## config.mk

```make
export PLATFORM = sky130hd
export DESIGN_NAME = merge_sort_ctrl_flat
export DESIGN_NICKNAME = d
export VERILOG_FILES = /design/src/rtl/merge_sort_ctrl_if.sv /design/src/rtl/merge_sort_ctrl.sv /design/src/flat_wrapper.sv
export SDC_FILE = /design/constraint.sdc
export NUM_CORES = 1
export LEC_CHECK = 0
export BUFFER_PORTS_ARGS = -buffer_cell sky130_fd_sc_hd__buf_2
export CORE_MARGIN = 4
export CORE_UTILIZATION = 40
export DETAILED_ROUTE_END_ITERATION = 8
export GPL_TIMING_DRIVEN = 1
export SYNTH_ARGS = -nofsm -noshare
export SYNTH_HDL_FRONTEND = slang
export SYNTH_SLANG_ARGS = --single-unit
```

## constraint.sdc

```tcl
create_clock -name clk -period 3.79 [get_ports clk]
set_input_delay 0.758 -clock clk [delete_from_list [all_inputs] [get_ports clk]]
set_output_delay 0.758 -clock clk [all_outputs]
set_load 0.02 [all_outputs]
```

## src/rtl/merge_sort_ctrl_if.sv

```systemverilog
// Stream bundle for merge_sort_ctrl: byte input stream, sorted output stream and status.
// The master modport is the side that feeds and drains the controller.
interface merge_sort_ctrl_if #(
  parameter int W = 8
);
  logic         in_valid;
  logic         in_ready;
  logic [W-1:0] in_data;
  logic         out_valid;
  logic         out_ready;
  logic [W-1:0] out_data;
  logic         out_last;
  logic         busy;
  logic         done;

  modport master (
    output in_valid, in_data, out_ready,
    input  in_ready, out_valid, out_data, out_last, busy, done
  );

  modport slave (
    input  in_valid, in_data, out_ready,
    output in_ready, out_valid, out_data, out_last, busy, done
  );
endinterface

```

## src/rtl/merge_sort_ctrl.sv

```systemverilog
// Bottom-up merge sort sequencer: loads N bytes into bank A, runs log2(N) ping-pong
// merge passes at one element per cycle, then streams the ascending block out.
module merge_sort_ctrl #(
  parameter int N = 8,
  parameter int W = 8
) (
  input logic            clk,
  input logic            rst,
  merge_sort_ctrl_if.slave bus
);
  localparam int AW = $clog2(N);
  localparam int CW = AW + 1;
  localparam logic [CW-1:0] ONE  = CW'(1);
  localparam logic [CW-1:0] LAST = CW'(N - 1);
  localparam logic [CW-1:0] FULL = CW'(N);

  localparam logic [1:0] S_LOAD  = 2'd0;
  localparam logic [1:0] S_MERGE = 2'd1;
  localparam logic [1:0] S_OUT   = 2'd2;

  logic [1:0]    state;
  logic [CW-1:0] wr_cnt, rd_cnt, k, i, j, w;
  logic          src_sel;  // 0: src = A, dst = B
  logic          done_q;

  logic [W-1:0] bank_a [N];
  logic [W-1:0] bank_b [N];

  logic [CW-1:0] w2, base, lim_l, lim_r, k_nxt;
  logic [W-1:0]  src_i, src_j, merge_val, rd_val;
  logic          take_left, pass_end, run_end;

  // NOTE: every always_comb output gets a default first so no path can infer a latch.
  always_comb begin
    take_left = 1'b0;
    w2        = w << 1;
    base      = k & ~(w2 - ONE);
    lim_l     = base + w;
    lim_r     = base + w2;
    k_nxt     = k + ONE;
    pass_end  = (k == LAST);
    run_end   = ((k_nxt & (w2 - ONE)) == '0);
    src_i     = src_sel ? bank_b[i[AW-1:0]] : bank_a[i[AW-1:0]];
    src_j     = src_sel ? bank_b[j[AW-1:0]] : bank_a[j[AW-1:0]];
    rd_val    = src_sel ? bank_b[rd_cnt[AW-1:0]] : bank_a[rd_cnt[AW-1:0]];
    if (i == lim_l)      take_left = 1'b0;
    else if (j == lim_r) take_left = 1'b1;
    else                 take_left = (src_i <= src_j);  // ties go left: stable
    merge_val = take_left ? src_i : src_j;
  end

  // NOTE: sequential state uses non-blocking assignments so all registers update together.
  always_ff @(posedge clk or negedge rst) begin
    if (!rst) begin
      state   <= S_LOAD;
      wr_cnt  <= '0;
      rd_cnt  <= '0;
      k       <= '0;
      i       <= '0;
      j       <= '0;
      w       <= ONE;
      src_sel <= 1'b0;
      done_q  <= 1'b0;
    end else begin
      done_q <= 1'b0;
      case (state)
        S_LOAD: begin
          if (bus.in_valid) begin
            wr_cnt <= wr_cnt + ONE;
            if (wr_cnt == LAST) begin
              state   <= S_MERGE;
              w       <= ONE;
              src_sel <= 1'b0;
              k       <= '0;
              i       <= '0;
              j       <= ONE;
            end
          end
        end
        S_MERGE: begin
          k <= k_nxt;
          if (take_left) i <= i + ONE;
          else           j <= j + ONE;
          if (pass_end) begin
            src_sel <= ~src_sel;
            w       <= w2;
            k       <= '0;
            i       <= '0;
            j       <= w2;
            if (w2 == FULL) begin
              state  <= S_OUT;
              done_q <= 1'b1;
            end
          end else if (run_end) begin
            i <= k_nxt;
            j <= k_nxt + w;
          end
        end
        S_OUT: begin
          if (bus.out_ready) begin
            rd_cnt <= rd_cnt + ONE;
            if (rd_cnt == LAST) begin
              state  <= S_LOAD;
              wr_cnt <= '0;
              rd_cnt <= '0;
            end
          end
        end
        default: state <= S_LOAD;
      endcase
    end
  end

  // NOTE: the banks carry no reset; stale contents are never observable because
  // out_data is forced to zero outside OUT.
  always_ff @(posedge clk) begin
    if (state == S_LOAD && bus.in_valid) begin
      bank_a[wr_cnt[AW-1:0]] <= bus.in_data;
    end else if (state == S_MERGE) begin
      if (src_sel) bank_a[k[AW-1:0]] <= merge_val;
      else         bank_b[k[AW-1:0]] <= merge_val;
    end
  end

  assign bus.in_ready  = (state == S_LOAD);
  assign bus.out_valid = (state == S_OUT);
  assign bus.out_data  = (state == S_OUT) ? rd_val : '0;
  assign bus.out_last  = (state == S_OUT) && (rd_cnt == LAST);
  assign bus.busy      = (state == S_MERGE) || (state == S_OUT);
  assign bus.done      = done_q;
endmodule

```

## src/flat_wrapper.sv

```systemverilog
// flat-port wrapper written by rule: the top's interface ports become plain ports
module merge_sort_ctrl_flat 
#(
  parameter int N = 8,
  parameter int W = 8
)
  (clk, rst, bus_in_valid, bus_in_data, bus_out_ready, bus_in_ready, bus_out_valid, bus_out_data, bus_out_last, bus_busy, bus_done);
  merge_sort_ctrl_if #(.W(W)) bus_i ();
  input logic clk;
  input logic rst;
  input wire logic [$bits(bus_i.in_valid)-1:0] bus_in_valid;
  input wire logic [$bits(bus_i.in_data)-1:0] bus_in_data;
  input wire logic [$bits(bus_i.out_ready)-1:0] bus_out_ready;
  output wire logic [$bits(bus_i.in_ready)-1:0] bus_in_ready;
  output wire logic [$bits(bus_i.out_valid)-1:0] bus_out_valid;
  output wire logic [$bits(bus_i.out_data)-1:0] bus_out_data;
  output wire logic [$bits(bus_i.out_last)-1:0] bus_out_last;
  output wire logic [$bits(bus_i.busy)-1:0] bus_busy;
  output wire logic [$bits(bus_i.done)-1:0] bus_done;
  assign bus_i.in_valid = bus_in_valid;
  assign bus_i.in_data = bus_in_data;
  assign bus_i.out_ready = bus_out_ready;
  assign bus_in_ready = bus_i.in_ready;
  assign bus_out_valid = bus_i.out_valid;
  assign bus_out_data = bus_i.out_data;
  assign bus_out_last = bus_i.out_last;
  assign bus_busy = bus_i.busy;
  assign bus_done = bus_i.done;
  merge_sort_ctrl #(.N(N), .W(W)) u_core (.clk(clk), .rst(rst), .bus(bus_i));
endmodule
```

* Word level (Yosys, flattened, before mapping) *
Memories as Yosys holds them, arrays and structs flattened.
Cells that the tools add are included.
W data, S select, Z words.

word-level totals
  memories = 2
  bits in writable memories = 128
  bits of input ports = 12
  word-level logic and storage cells = 111
  register bits after elaboration = 28

cells by class
  magnitude comparators = 1
  bitwise gates (word level) = 4
  equality and inequality tests = 16
  reductions and logical operators = 15
  multiplexer cells = 55
  add/sub/neg operators = 9

memories
  memory         depth  bits a word  read ports  clocked after Yosys merged registers in  wr ports  RTL line               text
  u_core.bank_a  8      8            3           0                                        1         merge_sort_ctrl.sv:26  logic [W-1:0] bank_a [N];
  u_core.bank_b  8      8            3           0                                        1         merge_sort_ctrl.sv:27  logic [W-1:0] bank_b [N];

operator list
  cell                   count
  $mux W4                16
  $mux W8                6
  $pmux W4 S2            5
  $add A4 B1 Y4 const B  5
  $mux W1                19
  $reduce_and A4 Y1      4
  $add A4 B4 Y4          3
  $eq A4 B3 Y1 const B   3
  $mux W2                6
  $and A4 B4 Y4          2
  $eq A4 B4 Y1           2
  $le A8 B8 Y1           1
  $ne A2 B1 Y1 const B   4
  $reduce_or A8 Y1       1
  $pmux W2 S3            1
  $reduce_and A6 Y1      1
  $logic_not A4 Y1       1
  $ne A2 B2 Y1 const B   2
  $ne A4 B1 Y1 const B   1
  $ne A4 B4 Y1 const B   1
  $not A4 Y4             1
  $reduce_bool A2 Y1     2
  $sub A4 B1 Y4 const B  1
  $eq A3 B3 Y1 const B   1
  other kinds (10)       11

* Depth between registers and ports, before layout *
Gate-level depths: netlist (run 1).

  word-level depth = 11
  gate-level depth with buffers = 16
  mapped depth without buffers = 13

* Least setup slack after synthesis (run 1) *
OpenSTA, ideal clock, no wires.

  kind = register to register
  start point = register u_core.j[0]
  end point = memory u_core.bank_a[0][1] (data pin)
  path slack = 0.033 ns
  required time = 3.521 ns
  stages on the path, launching flop included = 17
  buffers on the path = 3
  library setup time = 0.269 ns
  data arrival time = 3.488 ns
  path through = dfrtp_1 buf_2 buf_4 mux4_2 mux2_2 nand2_1 o21ai_0 inv_1 ha_1 nor2b_1 o211ai_1 a21oi_1 o32ai_1 o2bb2ai_1 buf_6 mux2_4 mux2_4

on the way
  word-level cells in the longest chain between the ends = 7
  elaborated cells on any way between the ends = 9

RTL lines
  element                                  RTL line               text
  from (decl)                              merge_sort_ctrl.sv:22  logic [CW-1:0] wr_cnt, rd_cnt, k, i, j, w;
  from (signal assigned)                   merge_sort_ctrl.sv:83  else j <= j + ONE;
  from (signal assigned)                   merge_sort_ctrl.sv:89  j <= w2;
  from (signal assigned)                   merge_sort_ctrl.sv:96  j <= k_nxt + w;
  $mem_v2 Z8 W8, on equally long branches  --
  $mux W8                                  merge_sort_ctrl.sv:44  src_j = src_sel ? bank_b[j[AW-1:0]] : bank_a[j[AW-1:0]];
  $le A8 B8 Y1                             merge_sort_ctrl.sv:48  else take_left = (src_i <= src_j);
  $mux W1                                  merge_sort_ctrl.sv:47  else if (j == lim_r) take_left = 1'b1;
  $mux W1                                  merge_sort_ctrl.sv:46  if (i == lim_l) take_left = 1'b0;
  $mux W8 *                                merge_sort_ctrl.sv:49  merge_val = take_left ? src_i : src_j;
  net u_core.merge_val[1]                  merge_sort_ctrl.sv:30  logic [W-1:0] src_i, src_j, merge_val, rd_val;
  $mux W8 (no line) *                      --
  to (decl)                                merge_sort_ctrl.sv:26

Mark *: on every way through the listed nets, which the timed path passes. The rest lies on a longest branch.

* Worst setup path after layout (run 1) *
  start point = register u_core.i[0]
  end point = memory u_core.bank_a[1][4] (data pin)

on the way
  word-level cells in the longest chain between the ends = 7
  elaborated cells on any way between the ends = 9

RTL lines
  element                                  RTL line               text
  from (decl)                              merge_sort_ctrl.sv:22
  from (signal assigned)                   merge_sort_ctrl.sv:82  if (take_left) i <= i + ONE;
  from (signal assigned)                   merge_sort_ctrl.sv:95  i <= k_nxt;
  $mem_v2 Z8 W8, on equally long branches  --
  $mux W8                                  merge_sort_ctrl.sv:43  src_i = src_sel ? bank_b[i[AW-1:0]] : bank_a[i[AW-1:0]];
  $le A8 B8 Y1                             merge_sort_ctrl.sv:48
  $mux W1                                  merge_sort_ctrl.sv:47
  $mux W1                                  merge_sort_ctrl.sv:46
  $mux W8 *                                merge_sort_ctrl.sv:49
  net u_core.merge_val[4]                  merge_sort_ctrl.sv:30
  $mux W8 (no line) *                      --

Marks and branches as above.

==> results of run 1 <==
final cells by class:
cell class / instances / area share
multi-input cells: 370 / 0.419
flip-flops and latches: 156 / 0.408
repair buffers: 99 / 0.0782
clock buffers: 17 / 0.0382
well taps: 319 / 0.0358
clock inverters: 15 / 0.0113
inverters: 26 / 0.00876
through the flow:
step           cells  hold slack [ps]   util
6_report        1002              379  0.476
3_3_place_gp     950              496  0.439
5_1_grt         1002              424  0.476
4_1_cts          984              385  0.464
3_5_place_dp     950              532  0.439
2_1_floorplan    594              462      -
where the power goes:
part           leakage [nW]  total (mW)  internal, mW  switching [mW]
clock                 0.271        1.62         0.862           0.763
combinational          2.24      0.0142       0.00431         0.00994
sequential             1.52        1.83          1.83               0
synthesized netlist by cell type (all sizes together), types with 12 or more instances:
cell type,number,area [um2]
clkbuf,20,105
o21ai,26,130
a21oi,13,68.8
buf,23,184
mux2,30,390
ha,23,288
dfrtp,27,676
inv,26,97.6
nand3,14,70.1
nor2,25,93.8
edfxtp,128,3840
xnor2,12,105
mux4,112,2600
nand2,27,101
state kept, by name, summed over array words and instances (netlist names):
register,flops
u_core.bank_a,64
u_core.bank_b,64
u_core.bus.done,1
u_core.i,4
u_core.j,4
u_core.k,4
u_core.rd_cnt,4
u_core.src_sel,1
u_core.state,2
u_core.w,4
u_core.wr_cnt,4
final timing paths:
check,to,startpoint,cells after the start
max,u_core.bank_a[1][4],u_core.i[0],12
min,u_core.k[0],rst,1
max reg2reg,u_core.bank_a[1][4],u_core.i[0],12
min reg2reg,u_core.state[1],u_core.state[1],1
max in group asynchronous,u_core.i[0],rst,1
min in group clk,u_core.state[1],u_core.state[1],1
layer usage:
layer,vias to the layer above,track usage
met5,-,0
li1,2578,-
met4,0,0.0619
met1,3224,0.267
met3,53,0.0566
met2,308,0.301
kinds of logic (layout without fill, tap and decap cells):
group	Yosys count	in the layout	synth area share
AND/OR/NAND/NOR	102	102	0.0516
adder cells (fa/ha/maj)	25	25	0.0346
buffers and inverters	69	157	0.0408
multiplexers	152	153	0.326
XOR/XNOR	20	20	0.0199
flip-flops	156	156	0.480
AO/OA/AOI/OAI	70	70	0.0474
timing repair:
action                     CTS  global route
gates cloned                 0             1
resized for setup            2            45
setup endpoints to repair   66            67
setup buffers                2            17
pin swaps                    0             9
hold endpoints to repair     0             0
==> results.md, run 1 <==
* Status: finished, violations left
* Failing checks: negative setup slack
* Fin. max-slew vios at 0
* Post-synthesis sequential area ratio at 0.480
* Leading cell type in the layout, fill and taps excluded: edfxtp_1
* Mapped Area at 0.00948 mm2
* Filler cell count at 2031
* Die X at roughly 160 um
* Die height at 162 um
* CTS hold repair buffers at 0
* Via-to-Cell Ratio at 6.15
* Worst EP required at 3960 ps
* Clock transition at path regs at 70 ps
* Asr flop ratio synth at 0.179
* Final Hold Viols at 0
* RSZ-0062 raised after global routing: true
* CP Class: flop to flop
* CTS tree: yes
* Cell variety after synth at 56
* Post-synth EDFFs at 128
* MaxCap Viol Count at 0
* 1st-pass router iterations at 5
* Crit-path slowest cell: mux4_2
* First-pass GRT wire length at 37800 um
* Setup WS post-layout at -5.53 ps
* Largest net degree at the start of global routing at 36
* Area of the multi-input gates at 0.00468 mm2
* Critical path buffers and inverters at 2
* Part of the cycle the worst path needs at 1.00
* GPL Wtd Cong at 0.865
* Row count at 56
* Warnings, synthesis at 0
* Nets at about 700
* DIE AREA at 0.0262 mm2
* 1st-iter DRT viols at 800
* Total congestion overflow at 0
* Vias in the first global route at 6261
* Worst skew pair latency at 430 ps
* Metal2 WL at 11700 um
* Slew HR at 0.385
* Met3 wire len at between 2000 and 2500 um
* DP Worst Slack at -52.4 ps
* Clk sink count at 156
* Routed length on met1 at between 10000 and 15000 um
* Total CTS buffers at 17
* Delay-heaviest family, CP: multiplexers
* Mean area per synthesized cell at 16.0 um2
* Post-layout min period at approximately 3800 ps
* Area Overhead vs Synth at 17.6%
* Antenna cells at 0
* Setup_tns at -43.8 ps
* CTS root buf: clkbuf_16
* Routed wire per std cell at 25.2 um
* Final HPWL DP at 16400 um
* Design area at 0.0111 mm2
* Starting Density at 0.405
* Synthesized netlist cell count at 594
* Detail Route Antenna Nets at 0
* Maximum clock frequency at about 260 MHz
* Pwr/cell area at 311 mW/mm2
* Routed wire length at 25200 um
* Area occupied by registers at 0.00455 mm2
* Actual slew at the worst max-slew pin at 922 ps
* Syn nets at 631
* Most frequent cells in the layout: edfxtp_1, mux4_2, buf_4
* Startpoint type of the worst setup path: flop
* H-tree lvl count at 4
* Highest metal used: met4
* CP arrival at 3970 ps
* Maximum vdd ir drop at 0.000278 V
* Static Leak at 4.03 nW
* I/O pins at 25
* R2R setup slack at -6 ps
* Final setup fails at 8
* Vias at 6163
* Clock tree buffer depth at 2
* GRT Total Usage at 0.194
* Core area at 0.0234 mm2
* Worst-case clock skew at 12.2 ps
* Largest stage delay, worst path at around 530 ps
* Buffers on Ports at 24
* Share of cells above drive strength 1 at 0.420
* Hold Path Class: input port to asynchronous set/reset pin
* # DRC at 0
* Antenna violations before repair at 0
* Ys flop type: edfxtp_1
* Overall power at around 3.5 mW
* Yosys reg bits at 156
* Crit end category: flop
* Placed inst area at 0.0103 mm2
* CP Max Fanout at 8
* Worst path cell trace: buf_12 -> mux4_2 -> mux4_2 -> ha_4 -> nor2b_1 -> o211ai_1 -> a21oi_2 -> o32ai_2 -> o2bb2ai_2 -> buf_6 -> mux2_4 -> mux2_4
(Power assumes the default switching activity.)
==> run 2, diff against run 1 <==
clock period = 3.8 ns   (was 3.79 ns; I/O delays follow)
==> run 2 against run 1 <==
  * The run now ends clean
  * Cell area is 0.46% lower
  * Final cell count is 0.20% lower
  * Power is 2.5% higher
  * Register-to-register slack better by 60 ps
  * Clock power is 6% higher
  * Non-clock buffer count is 2 lower
  * Hold slack better by 0.64 ps
  * Wire length is 2.1% higher
  * Utilization is 0.22 points lower
  * First-iteration DRC count is 18% lower
  * Clock skew is 1.5 ps lower
  * Critical path type unchanged
  * Largest power group unchanged
==> results.md, run 2 (synthesized netlist as in run 1, its figures left out) <==
* Area of the multi-input gates at 0.00462 mm2 (was 0.00468 mm2)
* Antenna violations before repair at 1 (was 0)
* I/O pins at 25 (unchanged)
* Slew HR at 0.395 (was 0.385)
* Vias at 6227 (was 6163)
* Clock tree buffer depth at 2 (unchanged)
* H-tree lvl count at 4 (unchanged)
* RSZ-0062 raised after global routing: true (unchanged)
* Part of the cycle the worst path needs at 0.984 (was 1.00)
* DP Worst Slack at 18.1 ps (was -52.4 ps)
* Actual slew at the worst max-slew pin at 907 ps (was 922 ps)
* Antenna cells at 0 (unchanged)
* Final HPWL DP at 16800 um (was 16400 um)
* CTS hold repair buffers at 0 (unchanged)
* 1st-iter DRT viols at 659 (was 800)
* CTS root buf: clkbuf_16 (unchanged)
* CP Class: flop to flop (unchanged)
* Hold Path Class: input port to asynchronous set/reset pin (unchanged)
* Placed inst area at 0.0103 mm2 (about the same)
* Vias in the first global route at 6233 (was 6261)
* GPL Wtd Cong at 0.886 (was 0.865)
* Dpl cells at 952 (was 950)
* Fin. max-slew vios at 0 (unchanged)
* Static Leak at 4.02 nW (was 4.03 nW)
* Pwr/cell area at 321 mW/mm2 (was 311 mW/mm2)
* Filler cell count at 2009 (was 2031)
* Worst path cell trace: buf_12 -> buf_12 -> mux4_2 -> mux4_2 -> ha_4 -> nand4_1 -> a21oi_2 -> o32ai_2 -> o2bb2ai_2 -> buf_6 -> mux2_4 -> mux2_4 (was buf_12 -> mux4_2 -> mux4_2 -> ha_4 -> nor2b_1 -> o211ai_1 -> a21oi_2 -> o32ai_2 -> o2bb2ai_2 -> buf_6 -> mux2_4 -> mux2_4)
* Final Hold Viols at 0 (unchanged)
* CP arrival at 3910 ps (was 3970 ps)
* Routed wire length at 25700 um (was 25200 um)
* First-pass GRT wire length at 38800 um (was 37800 um)
* Largest net degree at the start of global routing at 36 (unchanged)
* Critical path buffers and inverters at 3 (was 2)
* Post-layout min period at 3740 ps (was 3800 ps)
* Worst skew pair latency at 440 ps (was 430 ps)
* Setup WS post-layout at 59.4 ps (was -5.53 ps)
* Total congestion overflow at 0 (unchanged)
* 1st-pass router iterations at 7 (was 5)
* Die X at 162 um (unchanged)
* Hold slack at 380 ps (was 379 ps)
* # DRC at 0 (unchanged)
* Largest stage delay, worst path at 550 ps (was 530 ps)
* Status: finished, final reports clean (was finished, violations left)
* Clk sink count at 156 (unchanged)
* GRT Total Usage at 0.200 (was 0.194)
* Via-to-Cell Ratio at 6.23 (was 6.15)
* Area occupied by registers at 0.00455 mm2 (unchanged)
* Util after Layout at 0.474 (was 0.476)
* Detail Route Antenna Nets at 0 (unchanged)
* Crit end category: flop (unchanged)
* Final std cells w/o fill at 1000 (was 1002)
* Leading cell type in the layout, fill and taps excluded: edfxtp_1 (unchanged)
* Worst EP required at 3970 ps (was 3960 ps)
* Starting Density at 0.405 (unchanged)
* Core area at 0.0234 mm2 (unchanged)
* Area Overhead vs Synth at 17.1% (was 17.6%)
* MaxCap Viol Count at 0 (unchanged)
* Maximum clock frequency at 267 MHz (was 263 MHz)
* Crit-path slowest cell: mux4_2 (unchanged)
* CTS tree: yes (unchanged)
* DIE AREA at 0.0262 mm2 (unchanged)
* Final setup fails at 0 (was 8)
* Routed wire per std cell at 25.7 um (was 25.2 um)
* Most frequent cells in the layout: edfxtp_1, mux4_2, buf_4 (unchanged)
* Buffers on Ports at 24 (unchanged)
* Clock transition at path regs at 70 ps (about the same)
* Startpoint type of the worst setup path: flop (unchanged)
* CP Max Fanout at 8 (unchanged)
* Worst-case clock skew at 10.7 ps (was 12.2 ps)
* Share of cells above drive strength 1 at 0.410 (was 0.420)
* Maximum vdd ir drop at 0.000254 V (was 0.000278 V)
* Die height at 162 um (unchanged)
* Total CTS buffers at 17 (unchanged)
* Nets at 705 (was 707)
* Design area at 0.0111 mm2 (about the same)
* Row count at 56 (unchanged)
* Delay-heaviest family, CP: multiplexers (unchanged)
run 2: cell types whose count changed in the layout (fill, tap and decap cells not counted), sizes merged:
cell / change
buf: -2
run 2: metrics by stage:
step                TNS, ps  power, mW
floorplan                 0       1.86
global placement          0       1.88
detailed placement        0       1.88
CTS                       0       3.57
global route          -1870       3.66
finish                    0       3.56
run 2: final cells by class:
class,count,area share
multi-input combinational,370,0.416
sequential,156,0.410
timing repair buffer,97,0.0754
clock buffer,17,0.0383
tap,319,0.0360
clock inverter,15,0.0150
inverter,26,0.00880
run 2: worst register-to-register path: cells and delay by family, from the launching register on:
kind,cells,cell delay [ps]
AO/OA/AOI/OAI,3,450
adder cells (fa/ha/maj),1,300
multiplexers,4,1680
AND/OR/NAND/NOR,1,140
flip-flops,1,430
buffers and inverters,3,460
run 2: power by group:
part | switching, mW | internal (mW) | total (mW)
combinational | 0.0100 | 0.00430 | 0.0143
sequential | 0 | 1.82 | 1.82
clock | 0.831 | 0.887 | 1.72
run 2: routing by layer:
metal,routed length (um),global-route usage,vias up
met4,628,0.0657,0
li1,-,-,2587
met1,10300,0.279,3214
met2,12100,0.313,376
met5,0,0,-
met3,2720,0.0474,50
run 2: path summary, 6_finish.rpt:
kind | start | to | slack (ps) | cells after the start
hold / removal | rst | u_core.rd_cnt[2] | 380 | 1
min in group clk | u_core.state[1] | u_core.state[1] | 550 | 1
setup / recovery | u_core.i[0] | u_core.bank_a[4][1] | 60 | 12
hold reg to reg | u_core.state[1] | u_core.state[1] | 550 | 1
max in group asynchronous | rst | u_core.i[0] | 2900 | 1
setup reg to reg | u_core.i[0] | u_core.bank_a[4][1] | 60 | 12
run 2: timing repair:
item,in CTS,in global routing
endpoints found under the setup margin,34,68
hold endpoints to repair,0,0
resized for setup,5,26
pin swaps,2,8
gates cloned,0,1
buffers inserted,1,14
==> run 3, diff against run 2 <==
ABC_AREA = 1   (was default)
==> run 3 against run 2 <==
  * Clock-buffer cell count rose by 1
  * Power grew to 2.9 times the previous value
  * Sequential share of layout area is essentially flat
  * Wire length is 17% higher
  * Sequential cell count stayed put
  * Final cell count increased by 59%
  * Cell area is essentially flat
==> results.md, run 3 <==
* Nets at 1285 (was 705)
* Combinational share of power at 0.553 (was 0.004)
* Share of cells above drive strength 1 at 0.102 (was 0.410)
* CTS hold repair buffers at 0 (unchanged)
* Worst-case clock skew at 11.3 ps (was 10.7 ps)
* CP Class: flop to flop (unchanged)
* Simple-Gate Fraction of Synth Area at 0.206 (was 0.0516)
* MaxCap Viol Count at 0 (unchanged)
* Worst path cell trace: buf_12 -> o21ai_1 -> o21ai_0 -> nand2_1 -> nand3_1 -> nand2_1 -> ha_1 -> nand2_1 -> nor2_1 -> nor2_1 -> a21oi_1 -> nand2_4 -> nand2_4 -> nand2_1 -> nand3_1 -> nand2_1 (was buf_12 -> buf_12 -> mux4_2 -> mux4_2 -> ha_4 -> nand4_1 -> a21oi_2 -> o32ai_2 -> o2bb2ai_2 -> buf_6 -> mux2_4 -> mux2_4)
* Setup WS post-layout at 443 ps (was 59.4 ps)
* Die X at 167 um (was 162 um)
* Mapped Area at 0.0101 mm2 (was 0.00948 mm2)
* Syn nets at 1290 (was 631)
* 1st-iter DRT viols at 1111 (was 659)
* Startpoint type of the worst setup path: flop (unchanged)
* Asr flop ratio synth at 0.179 (unchanged)
* Post-synth EDFFs at 128 (unchanged)
* Yosys reg bits at 156 (unchanged)
* Count leader, synth: nand2_1 (was edfxtp_1)
* Dpl cells at 1553 (was 952)
* RR Startpoint: u_core.j[0] (was u_core.i[0])
* Worst EP required at 3940 ps (was 3970 ps)
* Final HPWL DP at 19900 um (was 16800 um)
* Compound-Gate Fraction of Synth Area at 0.217 (was 0.0474)
* Sw frac at 0.480 (was 0.236)
* First-pass GRT wire length at 47400 um (was 38800 um)
* Starting Density at 0.411 (was 0.405)
* Antenna violations before repair at 0 (was 1)
* Most frequent cells in the layout: nand2_1, o21ai_0, nand3_1, edfxtp_1, a21oi_1 (was edfxtp_1, mux4_2, buf_4)
* Largest stage delay, worst path at 600 ps (was 550 ps)
* Largest net degree at the start of global routing at 122 (was 36)
* Post-synthesis mux area share at 0 (was 0.326)
* R2R setup slack at 440 ps (was 60 ps)
* Core area at 0.0246 mm2 (was 0.0234 mm2)
* Vias at 8925 (was 6227)
* Switching power at 5.02 mW (was 0.841 mW)
* Final Hold Viols at 0 (unchanged)
* Worst Setup SP: u_core.j[0] (was u_core.i[0])
* # DRC at 0 (unchanged)
* CP Max Fanout at 66 (was 8)
* Via-to-Cell Ratio at 5.63 (was 6.23)
* DIE AREA at 0.0279 mm2 (was 0.0262 mm2)
* Critical path's most frequent cell: nand2_1
* I/O pins at 25 (unchanged)
* Share of the synthesized area in the top cell type at 0.380 (was 0.405)
* GPL Wtd Cong at 0.890 (was 0.886)
* Final setup fails at 0 (unchanged)
* Area Overhead vs Synth at 9.84% (was 17.1%)
* Vias in the first global route at 8472 (was 6233)
* Slew HR at 0.564 (was 0.395)
* Warnings, synthesis at 0 (unchanged)
* H-tree lvl count at 4 (unchanged)
* Hold Path Class: input port to asynchronous set/reset pin (unchanged)
* Final std cells w/o fill at 1585 (was 1000)
* RSZ-0062 raised after global routing: false (was true)
* Routed wire length at 30000 um (was 25700 um)
* R2R depth at 16 (was 12)
* Buffers on Ports at 24 (unchanged)
* Detail Route Antenna Nets at 0 (unchanged)
* Crit end category: flop (unchanged)
* 1st-pass router iterations at 8 (was 7)
* Setup bufs post-CTS at 0 (was 1)
* List of most frequent post-synthesis cells: nand2_1, o21ai_0, edfxtp_1, nand3_1, a21oi_1 (was edfxtp_1, mux4_2, dfrtp_1, nand2_1, inv_1)
* RR Endpoint: u_core.bank_a[7][5] (was u_core.bank_a[4][1])
* Synthesized netlist cell count at 1253 (was 594)
* CP arrival at 3490 ps (was 3910 ps)
* Top cells by area, synth: edfxtp_1, nand2_1, o21ai_0, dfrtp_1, nand3_1 (was edfxtp_1, mux4_2, dfrtp_1, mux4_1, ha_1)
* Clk sink count at 156 (unchanged)
* Setup_tns at 0 ps (unchanged)
* Pwr/cell area at 941 mW/mm2 (was 321 mW/mm2)
* Antenna cells at 0 (unchanged)
* Cell variety after synth at 44 (was 56)
* Util after Layout at 0.451 (was 0.474)
* Crit-path slowest cell: dfrtp_2 (was mux4_2)
* Ys flop type: edfxtp_1 (unchanged)
* Total congestion overflow at 0 (unchanged)
* CTS tree: yes (unchanged)
* Worst skew pair latency at 430 ps (was 440 ps)
* Status: finished, final reports clean (unchanged)
* Filler cell count at 2395 (was 2009)
* Int Pwr at 5.43 mW (was 2.72 mW)
* Clock tree buffer depth at 2 (unchanged)
* Sequential share of power at 0.292 (was 0.513)
* DP Worst Slack at 557 ps (was 18.1 ps)
* XOR/XNOR share of the synthesized area at 0.00780 (was 0.0199)
* Total CTS buffers at 17 (unchanged)
* Routed wire per std cell at 18.9 um (was 25.7 um)
* Row count at 57 (was 56)
* Placed inst area at 0.0105 mm2 (was 0.0103 mm2)
* Maximum vdd ir drop at 0.000448 V (was 0.000254 V)
* Post-layout min period at 3360 ps (was 3740 ps)
* PostCTS Resize Cnt at 0 (was 5)
* Clk pwr share at 0.156 (was 0.483)
* Part of the cycle the worst path needs at 0.883 (was 0.984)
* Static Leak at 4.37 nW (was 4.02 nW)
* Actual slew at the worst max-slew pin at 654 ps (was 907 ps)
* CTS root buf: clkbuf_16 (unchanged)
* Post-synthesis sequential area ratio at 0.450 (was 0.480)
* Fin. max-slew vios at 0 (unchanged)
* Design area at 0.0111 mm2 (about the same)
* Synthesized-area fraction occupied by adder cells at 0.0324 (was 0.0346)
* Synth area leader: edfxtp_1 (unchanged)
* Mean area per synthesized cell at 8.07 um2 (was 16.0 um2)
* Clock transition at path regs at 70 ps (about the same)
* Critical path endpoint: u_core.bank_a[7][5] (was u_core.bank_a[4][1])
* Die height at 167 um (was 162 um)
* Largest family of logic cells by synthesized area: compound AO/OA/AOI/OAI gates (was multiplexers)
* Leading cell type in the layout, fill and taps excluded: nand2_1 (was edfxtp_1)
* GRT Total Usage at 0.216 (was 0.200)
* Maximum clock frequency at 298 MHz (was 267 MHz)
==> run 3: kinds of logic (layout without fill, tap and decap cells) <==
group / after synthesis / count (layout)
DFF: 156 / 156
and+or+nand+nor: 463 / 463
buffers and inverters: 201 / 209
adders and majority gates: 25 / 25
xor gates and xnor gates: 9 / 9
AOI/OAI and AO/OA: 399 / 399
==> run 3: worst min-delay path by stage <==
stage | start | endpoint | cells past startpoint
final | rst | u_core.rd_cnt[3] | 1
after global routing | rst | u_core.rd_cnt[2] | 1
after CTS | rst | u_core.rd_cnt[3] | 1
after detailed placement | u_core.state[1] | u_core.state[1] | 2
after global placement | u_core.state[1] | u_core.state[1] | 2
after floorplan | rst | u_core.bus.done | 0
==> run 3: power groups by stage <==
stage | Clock, mW | Sequential (mW) | Combinational (mW)
after CTS | 1.65 | 3.04 | 5.73
after global routing | 1.73 | 3.09 | 6.50
after global placement | 0 | 3.07 | 5.64
final | 1.63 | 3.05 | 5.78
after floorplan | 0 | 2.93 | 4.27
after detailed placement | 0 | 3.08 | 5.69
==> run 3: layout make-up <==
cell class	count	area (um2)	area share
well taps	324	405	0.0365
multi-input cells	896	4680	0.422
flip-flops and latches	156	4560	0.410
inverters	118	443	0.0399
clock buffers	18	429	0.0386
repair buffers	59	458	0.0412
clock inverters	14	130	0.0117
==> run 3: worst max-delay path, delay by kind of cell (launching register included) <==
family / cells / cell delay [ps]
adder cells (fa/ha/maj): 1 / 310
AO/OA/AOI/OAI: 3 / 560
AND/OR/NAND/NOR: 11 / 1260
flip-flops: 1 / 600
buffers and inverters: 1 / 310
==> run 3: per-layer routing <==
layer	GRT usage	up-vias	wire length [um]
met5	0	-	0
met2	0.349	353	14000
met1	0.301	4169	13300
met4	0.0598	0	500
li1	-	4364	-
met3	0.0365	39	2180
==> run 3: through the flow <==
step | power, mW | hold slack, ps
2_1_floorplan | 7.20 | 464
3_3_place_gp | 8.72 | 508
3_5_place_dp | 8.77 | 522
4_1_cts | 10.4 | 376
5_1_grt | 11.3 | 388
6_report | 10.5 | 348
